## config.mk

```make
export PLATFORM = sky130hd
export DESIGN_NAME = mdl_heatctrl
export DESIGN_NICKNAME = d
export VERILOG_FILES = /design/src/rtl/pkg_heatctrl.sv /design/src/rtl/mdl_heatctrl_timer.sv /design/src/rtl/mdl_heatctrl.sv
export SDC_FILE = /design/constraint.sdc
export NUM_CORES = 1
export LEC_CHECK = 0
export ABC_AREA = 1
export CAP_MARGIN = 25
export CORE_UTILIZATION = 40
export CTS_BUF_LIST = sky130_fd_sc_hd__clkbuf_8
export CTS_CLUSTER_SIZE = 20
export DETAILED_ROUTE_END_ITERATION = 7
export DONT_BUFFER_PORTS = 1
export HOLD_SLACK_MARGIN = 0.03
export PLACE_DENSITY = 0.65
export SLEW_MARGIN = 30
export SYNTH_ARGS = -nofsm -noshare
export SYNTH_HDL_FRONTEND = slang
export SYNTH_SLANG_ARGS = --single-unit
export TNS_END_PERCENT = 50
```

## constraint.sdc

```tcl
create_clock -name i_MCLK -period 2.54 [get_ports i_MCLK]
set_input_delay 0.635 -clock i_MCLK [delete_from_list [all_inputs] [get_ports i_MCLK]]
set_output_delay 0.635 -clock i_MCLK [all_outputs]
set_load 0.1 [all_outputs]
```

## src/rtl/pkg_heatctrl.sv

```systemverilog
// Shared state encoding and defaults for the bubble memory heater sequencer.
// Holds the parameters that the top and timer agree on.
package pkg_heatctrl;

  typedef enum logic [2:0] {
    S_COLD   = 3'd0,
    S_HEAT   = 3'd1,
    S_SETTLE = 3'd2,
    S_READY  = 3'd3,
    S_DRAIN  = 3'd4,
    S_FAULT  = 3'd5
  } state_t;

  localparam int SETTLE_TICKS_DEF = 4096;
  localparam int HEAT_TIMEOUT_DEF = 1048576;
  localparam int CNT_W_DEF        = 20;
  localparam int DROP_CNT_W       = 8;

  // The 2 MHz bubble clock only runs while an access can be live.
  function automatic logic clk_runs(input state_t s);
    return (s == S_READY) || (s == S_DRAIN);
  endfunction

endpackage

```

## src/rtl/mdl_heatctrl_timer.sv

```systemverilog
// Tick counter for the heat/settle windows; hit is registered and means the
// count now equals term, so term must describe the state being entered.
module mdl_heatctrl_timer
  import pkg_heatctrl::*;
#(
  parameter int CNT_W = CNT_W_DEF
) (
  input  logic             i_MCLK,
  input  logic             i_RST,
  input  logic             cen,
  input  logic             clr,
  input  logic [CNT_W-1:0] term,
  output logic             hit
);

  logic [CNT_W-1:0] cnt_q;
  logic [CNT_W-1:0] cnt_nxt;

  assign cnt_nxt = clr ? '0 : cnt_q + CNT_W'(1);

  always_ff @(posedge i_MCLK) begin
    if (i_RST) begin
      cnt_q <= '0;
      hit   <= 1'b0;
    end else if (cen) begin
      cnt_q <= cnt_nxt;
      hit   <= (cnt_nxt == term);
    end
  end

endmodule

```

## src/rtl/mdl_heatctrl.sv

```systemverilog
// Heater warm-up sequencer and single-access gate; all outputs registered, 1 tick latency.
// A temperature drop stops the bubble clock at once when idle, or after the live access completes.
module mdl_heatctrl
  import pkg_heatctrl::*;
#(
  parameter int SETTLE_TICKS = SETTLE_TICKS_DEF,
  parameter int HEAT_TIMEOUT = HEAT_TIMEOUT_DEF,
  parameter int CNT_W        = CNT_W_DEF
) (
  input  logic                  i_MCLK,
  input  logic                  i_RST,
  input  logic                  i_CLK4M_PCEN_n,
  input  logic                  i_TEMPDROP_SET_n,
  input  logic                  i_HEATEN_n,
  input  logic                  i_ACC_REQ,
  input  logic                  i_ACC_DONE,
  input  logic                  i_RETRY,
  output logic                  o_CLK2M_STOP_n,
  output logic                  o_ACC_GNT,
  output logic                  o_READY,
  output logic                  o_FAULT,
  output logic [DROP_CNT_W-1:0] o_DROP_CNT
);

  localparam logic [CNT_W-1:0] SETTLE_TERM = CNT_W'(SETTLE_TICKS - 1);
  localparam logic [CNT_W-1:0] HEAT_TERM   = CNT_W'(HEAT_TIMEOUT - 1);

  state_t                state_q;
  state_t                state_nxt;
  logic                  tick;
  logic                  drop;
  logic                  done;
  logic                  gnt_nxt;
  logic                  mute_q;
  logic                  mute_nxt;
  logic [DROP_CNT_W-1:0] drop_cnt_nxt;
  logic                  tmr_clr;
  logic                  tmr_hit;
  logic [CNT_W-1:0]      tmr_term;

  assign tick = ~i_CLK4M_PCEN_n;
  assign drop = ~i_TEMPDROP_SET_n;
  assign done = o_ACC_GNT & i_ACC_DONE;

  always_comb begin
    state_nxt = state_q;
    gnt_nxt   = o_ACC_GNT;
    case (state_q)
      S_COLD: state_nxt = S_HEAT;
      S_HEAT: begin
        if (i_HEATEN_n)   state_nxt = S_SETTLE;
        else if (tmr_hit) state_nxt = S_FAULT;
      end
      S_SETTLE: begin
        if (!i_HEATEN_n)  state_nxt = S_HEAT;
        else if (tmr_hit) state_nxt = S_READY;
      end
      S_READY: begin
        if (done) begin
          gnt_nxt = 1'b0;
          if (drop) state_nxt = S_HEAT;
        end else if (drop) begin
          // An in-flight access must finish before the clock may stop.
          state_nxt = o_ACC_GNT ? S_DRAIN : S_HEAT;
        end else if (!o_ACC_GNT && i_ACC_REQ && !mute_q) begin
          gnt_nxt = 1'b1;
        end
      end
      S_DRAIN: begin
        if (done) begin
          gnt_nxt   = 1'b0;
          state_nxt = S_HEAT;
        end
      end
      S_FAULT: begin
        if (i_RETRY) state_nxt = S_COLD;
      end
      default: state_nxt = S_COLD;
    endcase
    if (!clk_runs(state_nxt)) gnt_nxt = 1'b0;
  end

  // Requester gets one tick after a grant drops to release its request.
  assign mute_nxt     = o_ACC_GNT & ~gnt_nxt;
  assign drop_cnt_nxt = (drop && (o_DROP_CNT != '1)) ? o_DROP_CNT + DROP_CNT_W'(1) : o_DROP_CNT;

  // Every entry into HEAT or SETTLE starts a fresh window.
  assign tmr_clr  = (state_nxt != state_q) ||
                    !((state_nxt == S_HEAT) || (state_nxt == S_SETTLE));
  assign tmr_term = (state_nxt == S_SETTLE) ? SETTLE_TERM : HEAT_TERM;

  mdl_heatctrl_timer #(
    .CNT_W (CNT_W)
  ) u_timer (
    .i_MCLK (i_MCLK),
    .i_RST  (i_RST),
    .cen    (tick),
    .clr    (tmr_clr),
    .term   (tmr_term),
    .hit    (tmr_hit)
  );

  always_ff @(posedge i_MCLK) begin
    if (i_RST) begin
      state_q        <= S_COLD;
      mute_q         <= 1'b0;
      o_CLK2M_STOP_n <= 1'b0;
      o_ACC_GNT      <= 1'b0;
      o_READY        <= 1'b0;
      o_FAULT        <= 1'b0;
      o_DROP_CNT     <= '0;
    end else if (tick) begin
      state_q        <= state_nxt;
      mute_q         <= mute_nxt;
      o_CLK2M_STOP_n <= clk_runs(state_nxt);
      o_ACC_GNT      <= gnt_nxt;
      o_READY        <= (state_nxt == S_READY);
      o_FAULT        <= (state_nxt == S_FAULT);
      o_DROP_CNT     <= drop_cnt_nxt;
    end
  end

endmodule

```

Word level (Yosys, flattened, before mapping):

Index checks and enable logic that the tools add are counted.

* bits in registers: 37
* input port bits: 8
* output and inout bits: 12
* logic and storage cells: 59

* add/sub/neg operators: 2
* equal/unequal tests: 13
* multiplexer cells: 19
* bitwise gates (word level): 5
* reduce and logical (&&, ||, !) cells: 11

Operator list (number)
* $mux W20: 2
* $mux W3: 10
* $add A20 B1 Y20 const B: 1
* $eq A20 B20 Y1: 1
* $pmux W3 S6: 1
* $eq A3 B2 Y1 const B: 4
* $eq A3 B3 Y1 const B: 4
* $add A8 B1 Y8 const B: 1
* $ne A8 B8 Y1 const B: 1
* $eq A3 B1 Y1 const B: 2
* $mux W1: 5
* $logic_and A1 B1 Y1: 3
* $logic_not A1 Y1: 3
* $logic_not A3 Y1: 1
* $logic_or A1 B1 Y1: 3
* $ne A3 B3 Y1: 1
* $not A1 Y1: 3
* $and A1 B1 Y1: 2
* $pmux W1 S2: 1
* $reduce_and A2 Y1: 1

Longest topological paths before layout:

Gate-level depths: netlist of run 1.

* word-level depth: 10
* depth in mapped cells: 16
* depth with buffers taken out: 16

Cells and area by module:

A second synthesis of run 1 with hierarchy kept.

* cells, all modules: 447
* area, all modules: 2773.9 sq um

Modules (own cells, without submodules)
* mdl_heatctrl_timer: instances 1, cells each 285, area each 1716.6 sq um, seq. area each 420.4 sq um
* mdl_heatctrl: instances 1, cells each 162, area each 1057.3 sq um, seq. area each 320.3 sq um

Least setup slack after synthesis of run 1:

No wires, ideal clock.

* kind: register to register
* start point: register o_ACC_GNT
* end point: register u_timer.cnt_q[14]
* setup time: 0.128 ns
* data arrival time: 2.252 ns
* data required time: 2.412 ns
* slack: 0.159 ns
* stages on the path, launching flop included: 14
* buffers on the path: 2
* clock period less this slack: 2.381 ns
* cells stage by stage: dfxtp_1 nand2_1 inv_1 nand3_1 nand2_1 nor2_2 nand2_1 nor2_2 nor2_1 nor2_4 buf_6 buf_4 nand2_1 a21oi_1

* word-level cells in the longest chain between the ends: 9
* elaborated cells on any way between the ends: 13
* those cells by class: eq/ne (3); mux (6); bitwise (1); reduce/logical (3)

RTL lines
* start, declared: RTL line mdl_heatctrl.sv:19 `output logic o_ACC_GNT,`
* start signal, assigned: RTL line mdl_heatctrl.sv:116 `o_ACC_GNT <= gnt_nxt;`
* $mux W3: RTL line mdl_heatctrl.sv:64 `state_nxt = o_ACC_GNT ? S_DRAIN : S_HEAT;`
* $mux W3: RTL line mdl_heatctrl.sv:62 `end else if (drop) begin`
* $mux W3: RTL line mdl_heatctrl.sv:59 `if (done) begin`
* $pmux W3 S6 (*): RTL line mdl_heatctrl.sv:48 `case (state_q)`
* $eq A3 B1 Y1 or $eq A3 B2 Y1 (tied branches): RTL line mdl_heatctrl.sv:89 `!((state_nxt == S_HEAT) || (state_nxt == S_SETTLE));`
* $logic_or A1 B1 Y1: RTL line mdl_heatctrl.sv:89
* $logic_not A1 Y1: RTL line mdl_heatctrl.sv:89
* $logic_or A1 B1 Y1 (*): RTL line mdl_heatctrl.sv:88 `assign tmr_clr = (state_nxt != state_q) ||`
* $mux W20 (*): RTL line mdl_heatctrl_timer.sv:19 `assign cnt_nxt = clr ? '0 : cnt_q + CNT_W'(1);`
* end signal, assigned: RTL line mdl_heatctrl_timer.sv:26 `cnt_q <= cnt_nxt;`
* end, declared: RTL line mdl_heatctrl_timer.sv:16 `logic [CNT_W-1:0] cnt_q;`

Every way passes the cells marked *; elsewhere a longest branch is shown, timed or not.
A chain may end at the register's enable or synchronous reset.

Worst setup path in the final report of run 1:

* start point: register state_q[1]
* end point: register u_timer.hit

* word-level cells in the longest chain between the ends: 9
* elaborated cells on any way between the ends: 25
* those cells by class: eq/ne (9); mux (12); reduce/logical (4)

RTL lines
* start, declared: RTL line mdl_heatctrl.sv:28 `state_t state_q;`
* start signal, assigned: RTL line mdl_heatctrl.sv:113 `state_q <= state_nxt;`
* $mux W3 (on tied branches)
* $mux W3 (on tied branches): RTL line mdl_heatctrl.sv:59, mdl_heatctrl.sv:51, mdl_heatctrl.sv:55
* $pmux W3 S6: RTL line mdl_heatctrl.sv:48
* $eq A3 B1 Y1 or $eq A3 B2 Y1 (tied branches): RTL line mdl_heatctrl.sv:89, mdl_heatctrl.sv:90
* $logic_or A1 B1 Y1: RTL line mdl_heatctrl.sv:89
* $logic_not A1 Y1: RTL line mdl_heatctrl.sv:89
* $logic_or A1 B1 Y1: RTL line mdl_heatctrl.sv:88
* $mux W20: RTL line mdl_heatctrl_timer.sv:19
* $eq A20 B20 Y1 (*): RTL line mdl_heatctrl_timer.sv:27 `hit <= (cnt_nxt == term);`
* end signal, assigned: RTL line mdl_heatctrl_timer.sv:27
* end, declared: RTL line mdl_heatctrl_timer.sv:13 `output logic hit`

Marked as above.

==> results of run 1 <==
-- per-layer routing --
layer  vias to the layer above  wire [µm]  part of all wire  GRT usage
met4                         0        115             0.021    0.07818
li1                       1269          -                 -          -
met5                         -          0                 0          0
met2                        43       2416              0.44     0.2905
met1                      1054       2777              0.50     0.2811
met3                         9        219             0.040    0.03333
-- final timing paths --
path                            startpoint           to  slack (ns)  depth (start not counted)
worst max-delay path            state_q[1]  u_timer.hit        0.43                         12
worst min-delay path                 i_RST       mute_q        0.39                          1
worst max register to register  state_q[1]  u_timer.hit        0.43                         12
worst min register to register      mute_q       mute_q        0.46                          2
-- layout make-up --
type                       count  area share
clock buffer                   5     0.02642
clock inverter                 3    0.008165
inverter                      50     0.07205
multi-input combinational    289      0.5312
sequential                    37      0.2843
tap                           72     0.03458
timing repair buffer          15     0.04323
-- cells by family after synthesis --
logic type / after synthesis / share of synthesized area
DFF: 37 / 0.3117
and+or+nand+nor: 199 / 0.3528
xor gates and xnor gates: 13 / 0.04792
adders and majority gates: 2 / 0.01053
buffers and inverters: 63 / 0.1058
AOI/OAI and AO/OA: 75 / 0.1711
-- report_power, final --
| part | total, mW | internal, mW | leakage (nW) | switching [mW] |
|---|---|---|---|---|
| logic | 0.253 | 0.0728 | 0.774 | 0.180 |
| registers | 0.638 | 0.607 | 0.303 | 0.0309 |
| clock network | 0.433 | 0.195 | 0.0445 | 0.238 |
-- through the flow --
step	util	total power, mW
3_3_place_gp	0.4485	0.9025
5_1_grt	0.4645	1.405
4_1_cts	0.4645	1.342
3_5_place_dp	0.4485	0.9051
2_1_floorplan	-	0.8638
6_report	0.4645	1.325
-- layout by cell type (no fill, tap or decap) --
cell type / count
clkinvlp_4: 1
xnor2_1: 3
clkinv_1: 1
o211ai_1: 2
o21ai_0: 33
inv_6: 1
nand3_1: 33
inv_1: 48
clkbuf_8: 5
nor3b_1: 1
buf_4: 15
o21ai_2: 1
a31oi_1: 1
nand4_1: 5
a21oi_1: 33
nor3_2: 1
a21oi_4: 1
nor2_4: 1
a211oi_1: 1
dfxtp_1: 37
xor2_1: 10
nand2_1: 95
nor3_1: 6
clkinv_2: 1
ha_1: 2
nor2_1: 52
nor2_2: 5
inv_2: 1
o31ai_1: 2
o21bai_1: 1
-- sequential cells by signal, indices dropped and copies added, names as in the netlist --
register and flops:
u_timer.cnt_q 20, o_DROP_CNT 8, state_q 3, mute_q 1
o_ACC_GNT 1, o_CLK2M_STOP_n 1, o_FAULT 1, o_READY 1
u_timer.hit 1
-- critical path, cell delays in order (launching register included) --
cell and delay, ns:
dfxtp_1 0.50, nand2_1 0.15, nor3_2 0.26, nor2_1 0.08, o21ai_0 0.12, nand3_1 0.17
nor2_4 0.26, nand3_1 0.11, inv_1 0.06, nand2_1 0.04, nor2_1 0.08, nand3_1 0.07
a21oi_1 0.12
==> metrics.txt, run 1 <==
outcome=finished clean; CTS resizes=0; CP max FO=11; final hold viol count=0; CP Class=reg -> reg; Final Instance Area=0.002605 mm²; Max Clock Skew=0.01473 ns; count leader, synth=nand2_1; leading area contributor after synthesis=dfxtp_1; first-pass GRT wire length=9742 µm; DIE AREA=0.006252 mm²; crit end category=flop; row cnt=27; number of setup buffers added after CTS=0; EDFF count, synth=0; HP Class=in -> reg; most used flip-flop cell after synthesis=dfxtp_1; Final #Nets=408; Reg area=740.7 µm²; placed inst area=0.002515 mm²; yosys warns=0; ys async rst share=0; area of the multi-input gates=0.001384 mm²; slew margin rel.=0.5399; Die Y=79.07 µm; Post-DP HPWL=4143 µm; period utilization=0.8293; Port Buffers=0; min cycle time layout=2.107 ns; Die X=79.07 µm; GRT Util Overall=0.1967; CP arrival=2.35 ns; num ports=20; clk sinks=37; CTS root buffer=clkbuf_8; largest net degree at the start of global routing=46; Post-Place Worst Slack=0.3030 ns; remaining antenna violation count after routing=0; routed len/inst=11.74 µm; Post-Syn Instances=389; Crit path required time=2.78 ns; grt ovf=0; initial antenna violation count=0; ranking of synthesized cells by area=dfxtp_1 31%, nand2_1 15%, nor2_1 8.2%, inv_1 7.6%, a21oi_1 7.0%; flops & latches, synth=37; Area Overhead vs Synth=9.637%; Startpoint Class=flop; CTS Buf Count=5; Fin Hold WS=0.3866 ns; # diodes=0; TNS Setup=0 ns; # fillers=621; Pins Over Slew Limit=0; Syn Std Cell Area=0.002376 mm²; Net Count, Synth=399; CTS tree=built; Bufs on Longest Clock Path=2; sequential share of the synthesized area=0.3117; TritonRoute pass-1 iters=4; Routed WL=5528 µm; clock slew at reported path FFs=0.09 ns; VDD IR max=259.2 µV; Initial Util=0.4237; vias in the first global route=2094; 1st-iter DRT viols=145; CTS Hold Bufs=0; f_max=0.4747 GHz; Mean Syn Cell Area=6.108 µm²; H-tree depth=2; share of cells above drive strength 1=0.08271; Worst Max-Slew Pin Slew=0.6894 ns; Synth top cells by count=95 x nand2_1, 52 x nor2_1, 48 x inv_1; Vias per Instance=5.042; Final WS setup=0.4335 ns; Routability Congestion=0.8748; Setup Viol. Count Final=0; unrepaired setup endpoints after global routing=no; PwrDens=508.5 mW/mm²; Max Cap Violations=0; core area=0.005608 mm²; number of distinct library cells after synthesis=29; dpl cells=463; DRC Markers=0; final std cells w/o fill=471; area share of the largest cell type after synthesis=0.3117; via count=2375; P_leak=1.122 nW; worst skew pair latency=0.30 ns
No activity file was read; power rests on OpenSTA's default activity.
==> run 2: changes to the inputs <==
PLACE_DENSITY = 0.67   (was 0.65)
clock period = 1.9 ns   (was 2.54 ns; I/O delays follow)
==> run 2 against run 1 <==
Net effect: the flow now finishes with violations (setup timing); total power up 51%; global-route usage up 0.57 points; non-clock buffer count up 42; first-iteration DRC count down 5.5%; core utilization up 11 points; critical endpoint unchanged.
==> metrics.txt, run 2 (synthesized netlist as in run 1, its figures left out) <==
outcome=finished, violations left; failing checks=setup timing; Vias per Instance=5.094; period utilization=1.009; Gate power share=0.241; Final #Nets=450; Max Clock Skew=0.006382 ns; P_leak=1.385 nW; first-pass GRT wire length=10070 µm; min cycle time layout=1.917 ns; placed inst area=0.002766 mm²; Top Usage Layer GRT=met2; Sw Ratio=0.3108; Die X=79.07 µm; CP arrival=2.14 ns; Internal=1.380 mW; CP Class=reg -> reg; via count=2613; worst skew pair latency=0.29 ns; Post-DP HPWL=4354 µm; Pins Over Slew Limit=0; Die Y=79.07 µm; Startpoint Class=flop; share of cells above drive strength 1=0.3084; routed len/inst=12.39 µm; Area Overhead vs Synth=34.70%; Setup Viol. Count Final=1; unrepaired setup endpoints after global routing=yes; CP max FO=5; num ports=20; Post-Place Worst Slack=-0.09308 ns; Max Cap Violations=0; Seq pwr share=0.426; registers with the most flip-flops=u_timer.cnt_q: 20 flops, o_DROP_CNT: 8 flops, state_q: 3 flops; CTS root buffer=clkbuf_8; most frequent cells in the layout=87 x nand2_1, 56 x buf_4, 47 x inv_1; CTS Hold Bufs=0; GR Util met2=0.3491; Routability Congestion=0.8676; Final WS setup=-0.01653 ns; met3 global-route usage=0.02529; clock slew at reported path FFs=0.07 ns; CTS tree=built; final hold viol count=0; DRC Markers=0; vias in the first global route=2305; Crit path required time=2.13 ns; Worst Max-Slew Pin Slew=0.4033 ns; Initial Util=0.4237; Largest Register=u_timer.cnt_q; GRT Util Overall=0.2024; Routed WL=6355 µm; max reg flops=20; Global Route met1 Usage=0.2556; Final Instance Area=0.003201 mm²; crit end category=flop; commonest non-fill, non-tap cell in the layout=nand2_1; Net Sw Power=0.6224 mW; clk sinks=37; Clk pwr share=0.332; largest net degree at the start of global routing=46; f_max=0.5218 GHz; HP Class=in -> reg; row cnt=27; remaining antenna violation count after routing=0; H-tree depth=2; initial antenna violation count=0; grt ovf=0; CTS Buf Count=5; DIE AREA=0.006252 mm²; slew margin rel.=0.7312; Fin Hold WS=0.2388 ns; # diodes=0; core area=0.005608 mm²; VDD IR max=475.1 µV; PwrDens=625.8 mW/mm²; Port Buffers=0; TritonRoute pass-1 iters=4; Bufs on Longest Clock Path=2; 1st-iter DRT viols=137
## run 2: metal layers
layer / up-vias / routed length (µm)
li1: 1351 / -
met1: 1219 / 2928
met2: 36 / 3186
met3: 7 / 158
met4: 0 / 81
met5: - / 0
## run 2: final cells by class
type	count	area (µm²)
clock inverter	3	38.79
inverter	50	190.2
tap	72	90.09
fill	534	2407
timing repair buffer	57	431.7
clock buffer	5	68.82
multi-input combinational	289	1598
sequential	37	783.3
## run 2: stage by stage
stage                TNS, ns  std cells  total power, mW  utilization
floorplan                  0        389            1.154            -
global placement    -0.01446        494            1.250       0.4933
detailed placement   -0.1978        494            1.256       0.4933
CTS                        0        505            1.941       0.5219
global route         -0.4502        513            2.098       0.5707
finish              -0.01653        513            2.003       0.5707
## run 2: timing repair
action | CTS | global route
gates cloned | 0 | 0
pin swaps | 3 | 23
buffers inserted | 3 | 8
gates resized for setup | 11 | 63
setup endpoints to repair | 12 | 19
## run 2: path summary, 6_finish.rpt
| path | from | endpoint | slack (ns) | cells past startpoint |
|---|---|---|---|---|
| hold / removal | i_RST | u_timer.cnt_q[1] | 0.24 | 1 |
| setup / recovery | state_q[1] | u_timer.hit | -0.02 | 13 |
| hold reg to reg | mute_q | mute_q | 0.47 | 2 |
| setup reg to reg | state_q[1] | u_timer.hit | -0.02 | 13 |
## run 2: worst max-delay path, cell delays in order (launching register included)
cell     delay, ns
dfxtp_4       0.38
buf_4         0.13
nor2_1        0.05
nand2_1       0.12
nand2_1       0.09
nor2_2        0.16
nand2_2       0.09
o21ai_2       0.25
nand3_1       0.14
nor2_1        0.12
nand2_1       0.06
nand2_1       0.06
nand3_1       0.06
a21oi_1       0.13
## run 2: power by group through the flow
stage                     sequential, mW  combinational (mW)  clock, mW
after detailed placement           0.865               0.391          0
after global routing               0.859               0.527      0.712
final                              0.854               0.484      0.665
after CTS                          0.847               0.406      0.687
after global placement             0.864               0.386          0
after floorplan                    0.912               0.242          0
==> run 3: changes to the inputs <==
CAP_MARGIN = not set   (was 25)
SLEW_MARGIN = not set   (was 30)
==> results of run 3 <==
The final DEF is identical to that of run 2; final timing and power are the same.
==> RTL edit 1, RTL diff (flow settings as in run 2) <==
Make the reset (`i_RST`) asynchronous in 2 clocked blocks.
--- a/src/rtl/mdl_heatctrl_timer.sv
+++ b/src/rtl/mdl_heatctrl_timer.sv
@@ -19,5 +19,5 @@
   assign cnt_nxt = clr ? '0 : cnt_q + CNT_W'(1);
 
-  always_ff @(posedge i_MCLK) begin
+  always_ff @(posedge i_MCLK or posedge i_RST) begin
     if (i_RST) begin
       cnt_q <= '0;
--- a/src/rtl/mdl_heatctrl.sv
+++ b/src/rtl/mdl_heatctrl.sv
@@ -101,5 +101,5 @@
   );
 
-  always_ff @(posedge i_MCLK) begin
+  always_ff @(posedge i_MCLK or posedge i_RST) begin
     if (i_RST) begin
       state_q        <= S_COLD;
Check against the original RTL: differs if i_RST is asserted again (counterexample within 4 cycles, from zero or initial values and one cycle with i_RST high); with i_RST held inactive, the same outputs for 10 cycles.
==> RTL edit 1 against run 2 <==
- the flow still finishes with violations (setup timing)
- global-route usage grew 0.76 points
- die area is 2.2% higher
- highest routed layer unchanged
- clock skew is 0.0043 ns higher
- wire length about the same
- setup slack lost 0.12 ns
- design area shrank 0.70%
- critical path depth rose by 3
- synthesized area up 2.2%
- sequential cell count stayed put
Power is not compared: it rests on default switching activity, and its combinational part moved more than twofold at a synthesized area within 25%.
==> RTL edit 1: results (changes against run 2) <==
.. list-table::
   :header-rows: 1

   * - Metric
     - Value
   * - Final setup vio count
     - 4 (+3)
   * - Pin count of the biggest net entering global routing
     - 38 (-17%)
   * - Worst clock skew
     - 0.0107 ns (+0.00431 ns)
   * - Global-route total usage across every layer
     - 21.0% (+0.76 points)
   * - Status
     - finished with violations
   * - Critical path peak fanout
     - 7 (+2)
   * - Violations in the final reports
     - setup timing
   * - Routed vias/inst
     - 5.04 (-1.1%)
   * - Worst-skew pair later-pin latency
     - 0.31 ns (+0.02 ns)
   * - # fillers
     - 566 (+6.0%)
   * - Synth top area cells
     - sky130_fd_sc_hd__dfrtp_1 (38%), sky130_fd_sc_hd__nand2_1 (15%), sky130_fd_sc_hd__nor2_1 (7.1%)
   * - Nets
     - 407 (-9.6%)
   * - Cell chosen for the clock root
     - sky130_fd_sc_hd__clkbuf_8
   * - H-tree depth
     - 2 (unchanged)
   * - Vias in the first global route
     - 2286 (-0.82%)
   * - Worst Hold Slack
     - 0.168 ns (-0.0713 ns)
   * - Number of I/O port buffers
     - 0 (unchanged)
   * - Post-route worst setup slack
     - -0.134 ns (-0.118 ns)
   * - Commonest register cell after synthesis
     - sky130_fd_sc_hd__dfrtp_1
   * - Wire length of the first global-routing pass
     - 10200 µm (+1.3%)
   * - Syn Area/Cell
     - 7.02 µm² (+15%)
   * - Number of distinct library cells after synthesis
     - 28 (-3.4%)
   * - Top cells by count, synth
     - sky130_fd_sc_hd__nand2_1 (99), sky130_fd_sc_hd__nor2_1 (46), sky130_fd_sc_hd__inv_1 (42), sky130_fd_sc_hd__dfrtp_1 (37), sky130_fd_sc_hd__nand3_1 (26)
   * - Cells after DPL
     - 449 (-9.1%)
   * - Wirelength per Cell
     - 13.4 µm (+8.4%)
   * - Fraction of layout cells with a size suffix above 1
     - 30.9% (+0.066 points)
   * - Share of the yosys chip area belonging to registers
     - 38.1% (+7.0 points)
   * - Sum of negative setup slack
     - -0.358 ns (-0.341 ns)
   * - Largest incremental delay on the critical path
     - 0.48 ns (+0.10 ns)
   * - Worst min-delay path class
     - primary input to asynchronous set/reset pin
   * - DP HPWL
     - 4330 µm (-0.59%)
   * - DR pass1 iterations
     - 6 (+2)
   * - Worst slew margin relative to its limit
     - 67.6% (-5.5 points)
   * - Global placer's final weighted congestion
     - 0.973 (+12%)
   * - Slowest cell on the critical path
     - sky130_fd_sc_hd__dfrtp_2
   * - Drt first-iter violations
     - 136 (-0.73%)
   * - Final cell count without fillers
     - 473 (-7.8%)
   * - Async set-reset flop share out of synthesis
     - 100% (+100 points)
   * - Syn Nets
     - 356 (-11%)
==> RTL edit 1: cell types whose count changed after synthesis, moves of 6 or more <==
| cell | before | now |
|---|---|---|
| sky130_fd_sc_hd__dfrtp_1 | 0 | 37 |
| sky130_fd_sc_hd__dfxtp_1 | 37 | 0 |
| sky130_fd_sc_hd__a21oi_1 | 33 | 1 |
| sky130_fd_sc_hd__o21ai_0 | 33 | 20 |
| sky130_fd_sc_hd__nand3_1 | 33 | 26 |
| sky130_fd_sc_hd__inv_1 | 48 | 42 |
| sky130_fd_sc_hd__nor2_1 | 52 | 46 |
| sky130_fd_sc_hd__xor2_1 | 10 | 16 |
==> RTL edit 1: layer usage <==
layer | global-route usage [%] | routed length (µm) | vias up
met4 | 9.11 | 121 | 0
met2 | 34.6 | 3010 | 59
met5 | 0 | 0 | -
met1 | 26.2 | 2890 | 1109
li1 | - | - | 1206
met3 | 4.69 | 325 | 9
==> RTL edit 1: stage by stage <==
stage / setup slack [ns] / utilization [%]
floorplan: 0.0407 / -
global placement: -0.0420 / 46.9
detailed placement: -0.0848 / 46.9
CTS: -0.000794 / 50.6
global route: -0.255 / 54.0
finish: -0.134 / 54.0
==> RTL edit 1: cell type report <==
cell class              instances  area share, %
multi-input cells             257           46.1
flip-flops and latches         37           29.7
inverters                      47           5.71
repair buffers                 49           11.9
clock inverters                 3           1.46
clock buffers                   5           2.17
well taps                      75           2.95
==> RTL edit 1: final timing paths <==
| kind | startpoint | endpoint | cells past startpoint |
|---|---|---|---|
| worst max-delay path | state_q[0]$_DFFE_PP0N_ | u_timer.hit$_DFFE_PP0N_ | 16 |
| worst min-delay path | i_RST | o_ACC_GNT$_DFFE_PP0N_ | 2 |
| worst max register to register | state_q[0]$_DFFE_PP0N_ | u_timer.hit$_DFFE_PP0N_ | 16 |
| worst min register to register | o_READY$_DFFE_PP0N_ | o_READY$_DFFE_PP0N_ | 2 |
| max in group asynchronous | i_RST | o_ACC_GNT$_DFFE_PP0N_ | 2 |
| min in group i_MCLK | i_CLK4M_PCEN_n | u_timer.cnt_q[8]$_DFFE_PP0N_ | 1 |
==> RTL edit 1: where the power goes <==
group	total (mW)	switching [mW]	internal, mW
Sequential	1.06	0.116	0.940
Combinational	2.50	1.64	0.855
Clock	0.726	0.333	0.393
Total	4.28	2.09	2.19
==> RTL edit 1: kinds of logic after synthesis <==
kind of cell             count (synthesis)  share of synthesized area (%)
AND/OR/NAND/NOR                        204                           38.0
buffers and inverters                   52                           8.35
flip-flops                              37                           38.1
AO/OA/AOI/OAI                           33                           7.99
XOR/XNOR                                18                           6.49
adder cells (fa/ha/maj)                  2                           1.03
==> RTL edit 1: what timing repair did <==
item                       4_1_cts  5_1_grt
gates resized for setup         14       35
pin swaps                       14       19
buffers inserted                 9        8
setup endpoints to repair        2       15
==> RTL edit 2, RTL diff (config.mk and constraints of run 2) <==
Made on the original files. The package constant `CNT_W_DEF` goes from 20 to 40.
--- a/src/rtl/pkg_heatctrl.sv
+++ b/src/rtl/pkg_heatctrl.sv
@@ -14,5 +14,5 @@
   localparam int SETTLE_TICKS_DEF = 4096;
   localparam int HEAT_TIMEOUT_DEF = 1048576;
-  localparam int CNT_W_DEF        = 20;
+  localparam int CNT_W_DEF        = 40;
   localparam int DROP_CNT_W       = 8;
 
Check against the original RTL: no difference found for any inputs over 10 cycles, from zero or initial values and one cycle with i_RST high; that may be too few to reach the edited logic, so the function may still have changed.
==> RTL edit 2 against run 2 <==
- the run still ends with setup timing left
- clock skew up 0.0047 ns
- critical path depth rose by 5
- setup slack worse by 0.21 ns
- wire length grew 99%
- design area increased by 74%
- total power up 67%
- fmax is 9.9% lower
- synthesized area grew 60%
- sequential cell count is 20 higher
- largest power group unchanged
- highest routed layer unchanged
==> RTL edit 2: results (changes against run 2) <==
.. list-table::
   :header-rows: 1

   * - Metric
     - Value
   * - Fraction of synthesized cell area in xor and xnor cells
     - 5.52% (+0.73 points)
   * - Length of routed met3 wiring
     - 442 µm (+180%)
   * - Non-Clock Buffer Area Fraction
     - 21.4% (+7.9 points)
   * - Final-layout clock buffer total
     - 9 (+4)
   * - # fillers
     - 889 (+66%)
   * - Wirelength per Cell
     - 14.3 µm (+15%)
   * - Sequential cell count
     - 57 (+54%)
   * - Critical path peak fanout
     - 6 (+1)
   * - Post-route worst setup slack
     - -0.228 ns (-0.212 ns)
   * - Post-CTS setup repair buffer count
     - 11 (+8)
   * - Clock network area share
     - 3.91% (+0.55 points)
   * - Count of multi-input gates
     - 474 (+64%)
   * - Worst-skew pair later-pin latency
     - 0.36 ns (+0.07 ns)
   * - Status
     - finished with violations
   * - CP Data Arrival Time
     - 2.41 ns (+0.27 ns)
   * - Share of the yosys chip area belonging to registers
     - 30.0% (-1.2 points)
   * - Pin count of the biggest net entering global routing
     - 38 (-17%)
   * - Sum of negative setup slack
     - -1.21 ns (-1.19 ns)
   * - Final setup vio count
     - 13 (+12)
   * - Number of ordinary and repair buffers in the finished layout
     - 150 (+160%)
   * - Cells after DPL
     - 850 (+72%)
   * - Met2 Wirelength
     - 6140 µm (+93%)
   * - Top cells by count, synth
     - sky130_fd_sc_hd__nand2_1 (150), sky130_fd_sc_hd__nor2_1 (110), sky130_fd_sc_hd__dfxtp_1 (57), sky130_fd_sc_hd__inv_1 (49)
   * - Post-placement setup slack
     - -0.379 ns (-0.286 ns)
   * - Violations in the final reports
     - setup timing
   * - DP HPWL
     - 9110 µm (+110%)
   * - Power Density
     - 600 nW/µm² (-4.2%)
RTL edit 2: cell count changes after synthesis, moves of 5 or more:
cell / run 2 / this run
sky130_fd_sc_hd__o21ai_0: 33 / 42
sky130_fd_sc_hd__clkbuf_1: 8 / 13
sky130_fd_sc_hd__inv_2: 1 / 6
sky130_fd_sc_hd__nand2_2: 0 / 5
sky130_fd_sc_hd__a21oi_1: 33 / 42
sky130_fd_sc_hd__nand4_1: 5 / 11
sky130_fd_sc_hd__xor2_1: 10 / 17
sky130_fd_sc_hd__nor2_1: 52 / 110
sky130_fd_sc_hd__dfxtp_1: 37 / 57
sky130_fd_sc_hd__a211oi_1: 1 / 14
sky130_fd_sc_hd__nand2_1: 95 / 150
RTL edit 2: final timing paths:
path	startpoint	to	cells past startpoint
max reg2reg	state_q[0]$_SDFFE_PP0N_	u_timer.hit$_SDFFE_PP0N_	18
min reg2reg	mute_q$_SDFFE_PP0N_	mute_q$_SDFFE_PP0N_	2
min	i_RST	o_DROP_CNT[6]$_SDFFE_PP0P_	1
max	state_q[0]$_SDFFE_PP0N_	u_timer.hit$_SDFFE_PP0N_	18
RTL edit 2: logic make-up after synthesis:
kind of cell | Yosys count
simple gates | 336
flops | 57
buf+inv | 80
compound gates | 112
fa+ha+maj | 2
xor+xnor | 24
RTL edit 2: report_power, final:
part           switching (mW)  internal, mW  total (mW)  leakage, nW
Sequential             0.0651          1.25        1.32        0.477
Combinational           0.378         0.323       0.701         1.78
Clock                   0.587         0.738        1.32        0.106
RTL edit 2: worst max-delay path, delay by kind of cell, from the launching register on:
kind                   cells  cell delay, ns
AND/OR/NAND/NOR           13            1.10
flip-flops                 1            0.39
buffers and inverters      3            0.32
AO/OA/AOI/OAI              2            0.23
